## config.mk

```make
export PLATFORM = sky130hd
export DESIGN_NAME = if_fetch_stage
export DESIGN_NICKNAME = d
export VERILOG_FILES = /design/src/rtl/cpu_pkg.sv /design/src/rtl/if_pc_next.sv /design/src/rtl/if_fetch_stage.sv
export SDC_FILE = /design/constraint.sdc
export NUM_CORES = 1
export LEC_CHECK = 0
export ABC_AREA = 1
export BUFFER_PORTS_ARGS = -buffer_cell sky130_fd_sc_hd__buf_4
export CORE_UTILIZATION = 30
export CTS_BUF_LIST = sky130_fd_sc_hd__clkbuf_16
export CTS_CLUSTER_DIAMETER = 40
export DETAILED_ROUTE_END_ITERATION = 10
export SLEW_MARGIN = 20
export SYNTH_ARGS = -nofsm -noshare
export SYNTH_HDL_FRONTEND = slang
export SYNTH_SLANG_ARGS = --single-unit
```

## constraint.sdc

```tcl
create_clock -name clk -period 1.7 [get_ports clk]
set_clock_uncertainty 0.1 [all_clocks]
set_input_delay 0.085 -clock clk [delete_from_list [all_inputs] [get_ports clk]]
set_output_delay 0.085 -clock clk [all_outputs]
set_load 0.05 [all_outputs]
```

## src/rtl/cpu_pkg.sv

```systemverilog
// Shared types and constants for the MIPS pipeline front end.
// Holds the fetch FSM encoding, reset vector and IF/ID bus layout.
package cpu_pkg;

  typedef enum logic [1:0] {
    FETCH = 2'd0,
    HOLD  = 2'd1,
    DROP  = 2'd2
  } fetch_state_e;

  localparam logic [29:0] RESET_PC_DEFAULT = 30'h0000_0C00;
  localparam int          ID_DATA_W        = 62;
  localparam logic [31:0] NOP              = 32'h0;

endpackage

```

## src/rtl/if_pc_next.sv

```systemverilog
// Combinational next-state / next-pc / IF-ID update select for the fetch stage.
// Priority: IF_STALL over jpcAvail over imem_ack; the registers live in the parent.
module if_pc_next
  import cpu_pkg::*;
(
  input  fetch_state_e           state,
  input  logic [29:0]            pc,
  input  logic [29:0]            addr_q,
  input  logic [31:0]            buf_q,
  input  logic                   stall,
  input  logic [29:0]            jpc,
  input  logic                   jpc_avail,
  input  logic                   ack,
  input  logic [31:0]            rdata,
  output fetch_state_e           state_next,
  output logic [29:0]            pc_next,
  output logic [29:0]            addr_next,
  output logic [31:0]            buf_next,
  output logic                   id_load,
  output logic                   id_valid_next,
  output logic [ID_DATA_W-1:0]   id_data_next,
  output logic                   req,
  output logic [29:0]            req_addr
);

  logic [29:0] pc_inc;

  always_comb begin
    pc_inc        = pc + 30'd1;
    state_next    = state;
    pc_next       = pc;
    addr_next     = addr_q;
    buf_next      = buf_q;
    id_load       = 1'b0;
    id_valid_next = 1'b0;
    id_data_next  = {30'h0, NOP};
    req           = 1'b0;
    req_addr      = pc;

    case (state)
      FETCH: begin
        req = 1'b1;
        if (stall) begin
          if (ack) begin
            buf_next   = rdata;
            state_next = HOLD;
          end
        end else begin
          // Any unstalled cycle rewrites IF/ID; it stays a bubble unless an instruction lands.
          id_load = 1'b1;
          if (jpc_avail) begin
            pc_next = jpc;
            if (!ack) begin
              addr_next  = pc;
              state_next = DROP;
            end
          end else if (ack) begin
            id_valid_next = 1'b1;
            id_data_next  = {pc_inc, rdata};
            pc_next       = pc_inc;
          end
        end
      end

      HOLD: begin
        if (!stall) begin
          id_load    = 1'b1;
          state_next = FETCH;
          if (jpc_avail) begin
            pc_next = jpc;
          end else begin
            id_valid_next = 1'b1;
            id_data_next  = {pc_inc, buf_q};
            pc_next       = pc_inc;
          end
        end
      end

      DROP: begin
        // The wrong-path read cannot be cancelled, so keep presenting its address until it returns.
        req      = 1'b1;
        req_addr = addr_q;
        if (ack) begin
          state_next = FETCH;
        end
        if (!stall) begin
          id_load = 1'b1;
          if (jpc_avail) begin
            pc_next = jpc;
          end
        end
      end

      default: begin
        state_next = FETCH;
      end
    endcase
  end

endmodule

```

## src/rtl/if_fetch_stage.sv

```systemverilog
// Instruction-fetch stage: owns the PC, drives the req/ack instruction memory port
// and registers {PC+1, instr} into the IF/ID bus.
module if_fetch_stage
  import cpu_pkg::*;
#(
  parameter logic [29:0] RESET_PC = RESET_PC_DEFAULT
) (
  input  logic                 clk,
  input  logic                 rst,
  input  logic                 IF_STALL,
  input  logic [29:0]          JPC,
  input  logic                 jpcAvail,
  output logic                 imem_req,
  output logic [29:0]          imem_addr,
  input  logic                 imem_ack,
  input  logic [31:0]          imem_rdata,
  output logic [ID_DATA_W-1:0] o_ID_DATA,
  output logic                 o_ID_VALID
);

  fetch_state_e         state_reg;
  fetch_state_e         state_next;
  logic [29:0]          pc_reg;
  logic [29:0]          pc_next;
  logic [29:0]          addr_reg;
  logic [29:0]          addr_next;
  logic [31:0]          buf_reg;
  logic [31:0]          buf_next;
  logic                 id_load;
  logic                 id_valid_next;
  logic [ID_DATA_W-1:0] id_data_next;

  if_pc_next u_pc_next (
    .state         (state_reg),
    .pc            (pc_reg),
    .addr_q        (addr_reg),
    .buf_q         (buf_reg),
    .stall         (IF_STALL),
    .jpc           (JPC),
    .jpc_avail     (jpcAvail),
    .ack           (imem_ack),
    .rdata         (imem_rdata),
    .state_next    (state_next),
    .pc_next       (pc_next),
    .addr_next     (addr_next),
    .buf_next      (buf_next),
    .id_load       (id_load),
    .id_valid_next (id_valid_next),
    .id_data_next  (id_data_next),
    .req           (imem_req),
    .req_addr      (imem_addr)
  );

  always_ff @(posedge clk or negedge rst) begin
    if (!rst) begin
      state_reg  <= FETCH;
      pc_reg     <= RESET_PC;
      addr_reg   <= RESET_PC;
      buf_reg    <= '0;
      o_ID_DATA  <= '0;
      o_ID_VALID <= 1'b0;
    end else begin
      state_reg <= state_next;
      pc_reg    <= pc_next;
      addr_reg  <= addr_next;
      buf_reg   <= buf_next;
      if (id_load) begin
        o_ID_DATA  <= id_data_next;
        o_ID_VALID <= id_valid_next;
      end
    end
  end

endmodule

```

==> results of run 1 <==
Yosys cell counts:
library cell / count / share of area (%)
nand2_1: 345 / 17
dfrtp_1: 153 / 50
o21ai_0: 101 / 6.7
inv_1: 76 / 3.8
nor2_1: 73 / 3.6
nand3_1: 55 / 3.6
o211ai_1: 39 / 3.9
clkbuf_1: 32 / 1.6
o21ai_1: 20 / 1.3
xor2_1: 14 / 1.6
nor2_2: 9 / 0.74
buf_4: 8 / 0.79
nor2_4: 8 / 1.2
buf_2: 5 / 0.33
dfstp_2: 4 / 1.4
inv_2: 4 / 0.20
buf_1: 3 / 0.15
nand2_2: 3 / 0.25
and2_1: 2 / 0.16
nand2_4: 2 / 0.30
nand3_2: 2 / 0.26
ha_1: 1 / 0.16
nand4_1: 1 / 0.082
nor3_1: 1 / 0.066
o22ai_2: 1 / 0.16
o31ai_1: 1 / 0.099
xnor2_1: 1 / 0.12
cell families (layout without fill, tap and decap cells):
logic type / count (synthesis) / after routing / share of synthesized area (%)
adder cells (fa/ha/maj): 1 / 1 / 0.165
XOR/XNOR: 15 / 15 / 1.73
flip-flops: 157 / 157 / 51.8
buffers and inverters: 128 / 405 / 6.81
AND/OR/NAND/NOR: 501 / 501 / 27.4
AO/OA/AOI/OAI: 162 / 162 / 12.1
through the flow:
step	setup WS (ps)	std cells	area (sq um)	hold WS, ps	power [W]
6_report	-162	1565	11600	12.0	0.0135
5_1_grt	-260	1565	11600	26.7	0.0142
4_1_cts	-157	1542	10900	8.91	0.0131
3_5_place_dp	-1.83	1439	9410	-104	0.00913
3_3_place_gp	44.3	1439	9410	-103	0.00908
2_1_floorplan	-313	964	7590	-311	0.00762
area by class of cell:
class | instances | area (sq um) | area share [%]
clock buffer | 17 | 425 | 3.65
inverter | 80 | 304 | 2.61
sequential | 157 | 3940 | 33.8
clock inverter | 15 | 111 | 0.957
timing repair buffer | 293 | 2900 | 24.9
tap | 324 | 405 | 3.48
multi-input combinational | 679 | 3550 | 30.5
repair_timing:
| item | CTS | global route |
|---|---|---|
| endpoints found under the hold margin | 248 | 1 |
| pin swaps | 2 | 34 |
| setup endpoints to repair | 32 | 87 |
| setup buffers | 5 | 14 |
| resized for setup | 85 | 119 |
| gates cloned | 2 | 9 |
| hold buffers | 64 | 1 |
cell usage in the layout (no fill, tap or decap), drive strengths merged, types with 6 or more instances in the layout:
cell type,synthesis,routed
xor2,14,14
buf,16,222
o211ai,39,39
clkbuf,32,23
nor2,90,90
dfrtp,153,153
clkinv,0,6
inv,80,85
dlygate4sd3,0,65
nand2,350,350
nand3,57,57
o21ai,121,121
path summary, 6_finish.rpt:
path / startpoint / end / slack (ps) / depth (start not counted)
worst max-delay path: state_reg[0]$_DFFE_PN0P_ / pc_reg[4]$_DFFE_PN0P_ / -160 / 8
worst min-delay path: rst / buf_reg[30]$_DFFE_PN0P_ / 10 / 2
worst max register to register: state_reg[0]$_DFFE_PN0P_ / pc_reg[4]$_DFFE_PN0P_ / -160 / 8
worst min register to register: addr_reg[15]$_DFFE_PN0P_ / addr_reg[15]$_DFFE_PN0P_ / 380 / 2
max in group asynchronous: rst / o_ID_DATA[56]$_DFFE_PN0P_ / 840 / 3
min in group clk: jpcAvail / o_ID_DATA[57]$_DFFE_PN0P_ / 70 / 6
power by group:
group	internal, W	switching [W]
sequential	0.00448	0.000576
combinational	0.00183	0.00304
clock	0.00188	0.00167
total	0.00820	0.00528
metal layers:
metal,global-route usage [%],vias to the layer above,share of wire (%)
met1,24.7,3461,45
met4,4.50,0,1.3
met2,28.2,232,47
met3,4.93,27,6.4
met5,0,-,0
li1,-,3606,-
==> results_dict.tcl, run 1 <==
set metrics [dict create \
    outcome "finished, violations left" \
    failing_checks "setup timing" \
    placement_rows 57 \
    global_route.usage.total_pct 18.0 \
    gp_congestion 0.880 \
    layout_setup_ws_ps -162 \
    dr.pass1.iters 5 \
    timing.max_slew.rel_slack_pct 72.5 \
    tritoncts "done" \
    syn_inst 964 \
    vias_in_the_first_global_route 6950 \
    hp-class "in2async" \
    routed_via_density 4.68 \
    crit_path_max_fanout 8 \
    port_buffers 160 \
    postSynthNetCount 1032 \
    cp-start-kind "flip-flop" \
    die_x_microns 161 \
    antenna_found_initial 0 \
    path_cells "buf_4 -> nor2_4 -> nor2_1 -> o22ai_4 -> clkinvlp_4 -> buf_6 -> o211ai_1 -> o21ai_1" \
    detailroute.via_count 7326 \
    worst-slew-pin-transition_ps 413 \
    post-route-period-util_pct 110 \
    die_area_sq_mm 0.0259 \
    critPathBufInv 3 \
    synth.cell_area_sq_mm 0.00759 \
    hpwlAfterDp_microns 15300 \
    final_max_slew_viol_count 0 \
    syn2layout_area_growth_pct 53.4 \
    timing.setup.tns_ps -4450 \
    final_util_pct 47.4 \
    synth_area_per_cell_sq_um 7.87 \
    drt_iter0_markers 414 \
    finalWorstPathRequiredPeriod_ps 1860 \
    critical_path_class "reg2reg" \
    hold_viol 0 \
    worst_path_largest_cell_delay_ps 440 \
    end_kind "flip-flop" \
    synth_seq_area_share_pct 51.8 \
    rsz0062_at_grt "yes" \
    achievable-frequency_mhz 537 \
    largest_reg_flops 62 \
    irDropWorstVdd_mv 0.560 \
    clock_sink_count 157 \
    setup_viol 57 \
    first_pass_grt_wire_length_microns 36700 \
    wire_per_inst_microns 15.5 \
    starting_utilization_of_the_core_area_pct 30.9 \
    grt_start_max_net_pins 65 \
    htree_levels 4 \
    critPathSlowestCell "dfrtp_2" \
    synth-seq-cells 157 \
    clkLatencyLatePin_ps 430 \
    power.density_mw_per_mm2 1160 \
    antenna-diode-count 0 \
    finalWirelength_microns 24300 \
    cts_buffers 17 \
    synth_cell_type_count 27 \
    coreArea_sq_mm 0.0245 \
    antenna_violating_nets_post_route 0 \
    gr-total-overflow 0 \
    clock_tree.buffer_depth 2 \
    crit_required_ps 1900 \
    remaining_drc_errors 0 \
    worst_ep_arrival_time_ps 2070 \
    delay_heaviest_family_cp "buffers and inverters" \
    root_buffer_cell "clkbuf_16" \
    worst_setup_hold_path_clk_slew_ps 70 \
    n_fill_cell 2370 \
    design.portCount 161 \
    drv_cap 0 \
    drive_gt1_share_pct 30.5 \
    power_leakage_nw 5.68 \
    fp.dieH_microns 161 \
    yosys_warnings 0 \
    fin_nets 1296 \
]
(Power assumes the default switching activity.)
==> inputs of run 2 (changes only) <==
- CELL_PAD_IN_SITES_DETAIL_PLACEMENT: unset -> 1
- CELL_PAD_IN_SITES_GLOBAL_PLACEMENT: unset -> 2
- CTS_BUF_LIST: sky130_fd_sc_hd__clkbuf_16 -> unset
- PLACE_DENSITY_LB_ADDON: unset -> 0.1
==> run 2 against run 1 <==
Against the previous run:
- the flow still finishes with violations (setup timing)
- wire length rose by 8.7%
- utilization increased by 0.36 points
- critical path depth fell by 2
- sequential power about the same
- clock-buffer cell count is 4 higher
- first-iteration DRC count fell by 8.0%
- combinational power grew 0.8%
- clock power grew 7.0%
- cell count rose by 0.38%
- critical endpoint is now imem_addr[24]
==> results_dict.tcl, run 2 (same netlist as run 1, synthesis figures left out) <==
set metrics [dict create \
    worst_path_largest_cell_delay_ps 430 \
    seqPwrFrac_pct 36.8 \
    clock_tree.buffer_depth 2 \
    first_pass_grt_wire_length_microns 40300 \
    path_cells "nor2_4 -> buf_6 -> clkbuf_16 -> nand2_4 -> o21ai_4 -> buf_6" \
    finalWorstPathRequiredPeriod_ps 1870 \
    p_switching_w 0.00538 \
    htree_levels 4 \
    dr.pass1.iters 4 \
    vias_in_the_first_global_route 7282 \
    swShare_pct 39.0 \
    hpwlAfterDp_microns 16800 \
    final_max_slew_viol_count 0 \
    p_int_w 0.00842 \
    coreArea_sq_mm 0.0245 \
    power.clock.fraction_pct 27.5 \
    fin_nets 1302 \
    clkLatencyLatePin_ps 430 \
    cp-start-kind "flip-flop" \
    largest_reg_flops 62 \
    comb_power_share_pct 35.7 \
    layout.cells.most_common_list "nand2_1, buf_4, dfrtp_1" \
    cpMostUsedCell "buf_6" \
    placed_cells_incl_taps 1448 \
    setup_viol 52 \
    power_leakage_nw 5.77 \
    layoutNonFillerInstCount 1571 \
    die_area_sq_mm 0.0259 \
    worst_setup_hold_path_clk_slew_ps 70 \
    wire_per_inst_microns 16.8 \
    die_x_microns 161 \
    achievable-frequency_mhz 533 \
    timing.reg2reg.worst_path_depth 11 \
    design.portCount 161 \
    overall_power_w 0.0138 \
    critical_path_class "reg2out" \
    clock_sink_count 157 \
    rsz0062_at_grt "yes" \
    holdWs_ps 29.2 \
    port_buffers 160 \
    antenna-diode-count 0 \
    hold_viol 0 \
    gp_congestion 0.764 \
    timing.max_slew.rel_slack_pct 71.4 \
    failing_checks "setup timing" \
    finalWirelength_microns 26400 \
    placement_rows 57 \
    drive_gt1_share_pct 32.2 \
    crit_path_max_fanout 5 \
    worst-path-stages 6 \
    critPathSlowestCell "dfrtp_2" \
    layout_setup_ws_ps -175 \
    drv_cap 0 \
    starting_utilization_of_the_core_area_pct 30.9 \
    post-route-period-util_pct 110 \
    outcome "finished, violations left" \
    cts_buffers 17 \
    post-place-ws_ps -63.8 \
    worst-slew-pin-transition_ps 428 \
    antenna_violating_nets_post_route 0 \
    delay_heaviest_family_cp "buffers and inverters" \
    irDropWorstVdd_mv 0.600 \
    routed_via_density 4.63 \
    grt_start_max_net_pins 65 \
    drt_iter0_markers 381 \
    hp-class "in2async" \
    root_buffer_cell "clkbuf_16" \
    syn2layout_area_growth_pct 54.5 \
    gr-total-overflow 0 \
    detailroute.via_count 7272 \
    final_util_pct 47.8 \
    remaining_drc_errors 0 \
    global_route.usage.total_pct 19.9 \
    worst_ep_arrival_time_ps 1690 \
    end_kind "primary output" \
    antenna_found_initial 0 \
    layout_commonest_cell "nand2_1" \
    crit_required_ps 1510 \
    tritoncts "done" \
    critPathBufInv 3 \
    fp.dieH_microns 161 \
    power.density_mw_per_mm2 1180 \
]
==> run 2: changes by cell type in the layout (fill, tap and decap cells not counted), moves of 4 or more <==
cell / delta
buf_12: -5
buf_4: +10
buf_6: +8
nand2_1: -10
nand2_4: +7
nor2_2: -4
xor2_1: -9
xor2_2: +9
==> run 2: per-stage QoR <==
step / area (sq um) / TNS (ps)
after detailed placement: 9510 / -197
after CTS: 10900 / -5410
after global routing: 11700 / -9640
final: 11700 / -4410
after global placement: 9510 / -17.3
after floorplan: 7590 / -9380
==> run 2: worst paths after layout <==
| path | startpoint | endpoint | slack, ps |
|---|---|---|---|
| worst min-delay path | rst | addr_reg[2]$_DFFE_PN0P_ | 30 |
| max in group asynchronous | rst | pc_reg[10]$_DFFE_PN1P_ | 840 |
| worst max-delay path | state_reg[0]$_DFFE_PN0P_ | imem_addr[24] | -170 |
| worst max register to register | pc_reg[1]$_DFFE_PN0P_ | o_ID_DATA[56]$_DFFE_PN0P_ | -100 |
| min in group clk | jpcAvail | state_reg[1]$_DFFE_PN0P_ | 100 |
| worst min register to register | o_ID_VALID$_DFFE_PN0P_ | o_ID_VALID$_DFFE_PN0P_ | 380 |
==> run 2: power groups by stage <==
| stage | Clock, W | Sequential (W) | Combinational, W |
|---|---|---|---|
| finish | 0.00380 | 0.00508 | 0.00492 |
| global route | 0.00405 | 0.00517 | 0.00533 |
| CTS | 0.00392 | 0.00501 | 0.00442 |
| detailed placement | 0 | 0.00507 | 0.00414 |
| global placement | 0 | 0.00505 | 0.00410 |
| floorplan | 0 | 0.00554 | 0.00208 |
==> run 2: layer usage <==
metal / track usage (%) / vias to the layer above / wire, microns
li1: - / 3604 / -
met1: 27.3 / 3521 / 12400
met2: 32.0 / 126 / 12700
met3: 3.70 / 21 / 1030
met4: 5.96 / 0 / 317
met5: 0 / - / 0
==> run 2: final cells by class <==
class	count	area, sq um
multi-input combinational	679	3690
tap	324	405
sequential	157	3940
fill	2856	12800
clock buffer	21	460
clock inverter	11	109
inverter	80	303
timing repair buffer	299	2820
==> run 2: worst register-to-register path: cells and delay by family (launching register included) <==
kind                       cells  cell delay, ps
and+or+nand+nor                9             850
DFF                            1             380
adders and majority gates      1             210
buffers and inverters          1             140
==> run 2: timing repair <==
item | CTS | global route
gates resized for setup | 49 | 166
hold endpoints to repair | 249 | 0
hold buffers | 65 | 0
endpoints found under the setup margin | 47 | 94
pin swaps | 10 | 42
gates cloned | 0 | 7
buffers inserted | 5 | 14
==> inputs of run 3 (changes only) <==
- MAX_ROUTING_LAYER: unset -> met4
==> run 3 against run 2 <==
Against the previous run:
- the run still ends with setup timing left
- register-to-register slack about the same
- die area unchanged
- power barely moved
- critical path type unchanged
- cell count is the same
- via count rose by 0.51%
- critical endpoint unchanged
- combinational power is essentially flat
- first-iteration DRC count grew 1.8%
- wire length is 0.11% higher
==> results_dict.tcl, run 3 (same netlist as run 1, synthesis figures left out) <==
set metrics [dict create \
    n_fill_cell 2856 \
    placement_rows 57 \
    timing.reg2reg.worst_path_depth 11 \
    remaining_drc_errors 0 \
    post-route-period-util_pct 110 \
    routed_via_density 4.65 \
    tritoncts "done" \
    worst-slew-pin-transition_ps 428 \
    finalWorstPathRequiredPeriod_ps 1870 \
    clkLatencyLatePin_ps 440 \
    hp-class "in2async" \
    drive_gt1_share_pct 32.2 \
    layout.cells.most_common_list "nand2_1, buf_4, dfrtp_1" \
    wire_per_inst_microns 16.8 \
    worst_ep_arrival_time_ps 1690 \
    finalWirelength_microns 26500 \
    crit_required_ps 1510 \
    regToRegSetupSlack_ps -110 \
    power_leakage_nw 5.77 \
    layout_setup_ws_ps -173 \
    drv_cap 0 \
    layout_commonest_cell "nand2_1" \
    die_area_sq_mm 0.0259 \
    critical_path_class "reg2out" \
    starting_utilization_of_the_core_area_pct 30.9 \
    design.portCount 161 \
    detailroute.via_count 7309 \
    top_signal_layer_used "met4" \
    largest_reg_flops 62 \
    crit_path_max_fanout 5 \
    gr-total-overflow 0 \
    dr.pass1.iters 4 \
    clock_sink_count 157 \
    hpwlAfterDp_microns 16800 \
    gp_congestion 0.777 \
    port_buffers 160 \
    drt_iter0_markers 388 \
    global_route.usage.total_pct 20.6 \
    route.met3.wl_microns 1040 \
    worst_setup_hold_path_clk_slew_ps 70 \
    holdWs_ps 25.5 \
    timing.max_slew.rel_slack_pct 71.4 \
    syn2layout_area_growth_pct 54.5 \
    cp-start-kind "flip-flop" \
    route.layer.met1.wl_microns 12400 \
    antenna_found_initial 0 \
    cts_buffers 17 \
    antenna-diode-count 0 \
    design_area_sq_mm 0.0117 \
    setup_viol 48 \
    end_kind "primary output" \
    power.density_mw_per_mm2 1180 \
    reg2reg_to "o_ID_DATA[56]$_DFFE_PN0P_" \
    antenna_violating_nets_post_route 0 \
    final_max_slew_viol_count 0 \
    post-place-ws_ps -63.8 \
    first_pass_grt_wire_length_microns 40300 \
    rsz0062_at_grt "yes" \
    achievable-frequency_mhz 534 \
    coreArea_sq_mm 0.0245 \
    grt_start_max_net_pins 65 \
    final_util_pct 47.8 \
    die_x_microns 161 \
    htree_levels 4 \
    rr_startpoint "pc_reg[1]$_DFFE_PN0P_" \
    wl_met2_microns 12700 \
    fin_nets 1302 \
    outcome "finished, violations left" \
    failing_checks "setup timing" \
    clock_tree.buffer_depth 2 \
    root_buffer_cell "clkbuf_16" \
    vias_in_the_first_global_route 7287 \
    fp.dieH_microns 161 \
    irDropWorstVdd_mv 0.601 \
    hold_viol 0 \
    place_area_sq_mm 0.00951 \
]
## run 3: cell counts in the layout (fill, tap and decap cells not counted)
No cell type changed its count.
## run 3: power breakdown
| group | switching [W] | internal [W] |
|---|---|---|
| clock | 0.00170 | 0.00211 |
| sequential | 0.000599 | 0.00448 |
| combinational | 0.00309 | 0.00183 |
## run 3: repair_timing
action / in CTS / in global routing
cloned: 0 / 7
setup buffers: 5 / 14
resized for setup: 49 / 166
hold buffers: 65 / 0
endpoints found under the setup margin: 47 / 94
endpoints found under the hold margin: 249 / 0
pin swaps: 10 / 42
## run 3: worst max-delay path by stage
| stage | startpoint | to | slack, ps |
|---|---|---|---|
| finish | state_reg[0]$_DFFE_PN0P_ | imem_addr[24] | -170 |
| global route | state_reg[0]$_DFFE_PN0P_ | imem_addr[26] | -230 |
| CTS | state_reg[1]$_DFFE_PN0P_ | imem_addr[29] | -230 |
| detailed placement | pc_reg[1]$_DFFE_PN0P_ | pc_reg[16]$_DFFE_PN0P_ | -60 |
| global placement | pc_reg[11]$_DFFE_PN1P_ | pc_reg[13]$_DFFE_PN0P_ | -20 |
| floorplan | state_reg[1]$_DFFE_PN0P_ | imem_addr[0] | -310 |
## run 3: stage by stage
step	TNS [ps]	power, W	cells
2_1_floorplan	-9380	0.00762	964
3_3_place_gp	-17.3	0.00915	1448
3_5_place_dp	-197	0.00921	1448
4_1_cts	-5410	0.0134	1550
5_1_grt	-9680	0.0146	1571
6_report	-4300	0.0138	1571
## run 3: cell type report
type,count,area [sq um],share of cell area [%]
Clock buffer,21,460,3.93
Clock inverter,11,109,0.928
Inverter,80,303,2.58
Multi-Input combinational cell,679,3690,31.5
Sequential cell,157,3940,33.6
Tap cell,324,405,3.46
Timing Repair Buffer,299,2820,24.0
## run 3: metal layers
metal	GRT usage (%)	up-vias
li1	-	3607
met1	27.4	3550
met2	32.0	131
met3	4.29	21
met4	4.93	0
met5	-	-
## run 3: critical path, cell delays in order, from the launching register on
cell	delay [ps]
dfrtp_2	430
nor2_4	210
buf_6	170
clkbuf_16	170
nand2_4	50
o21ai_4	60
buf_6	180
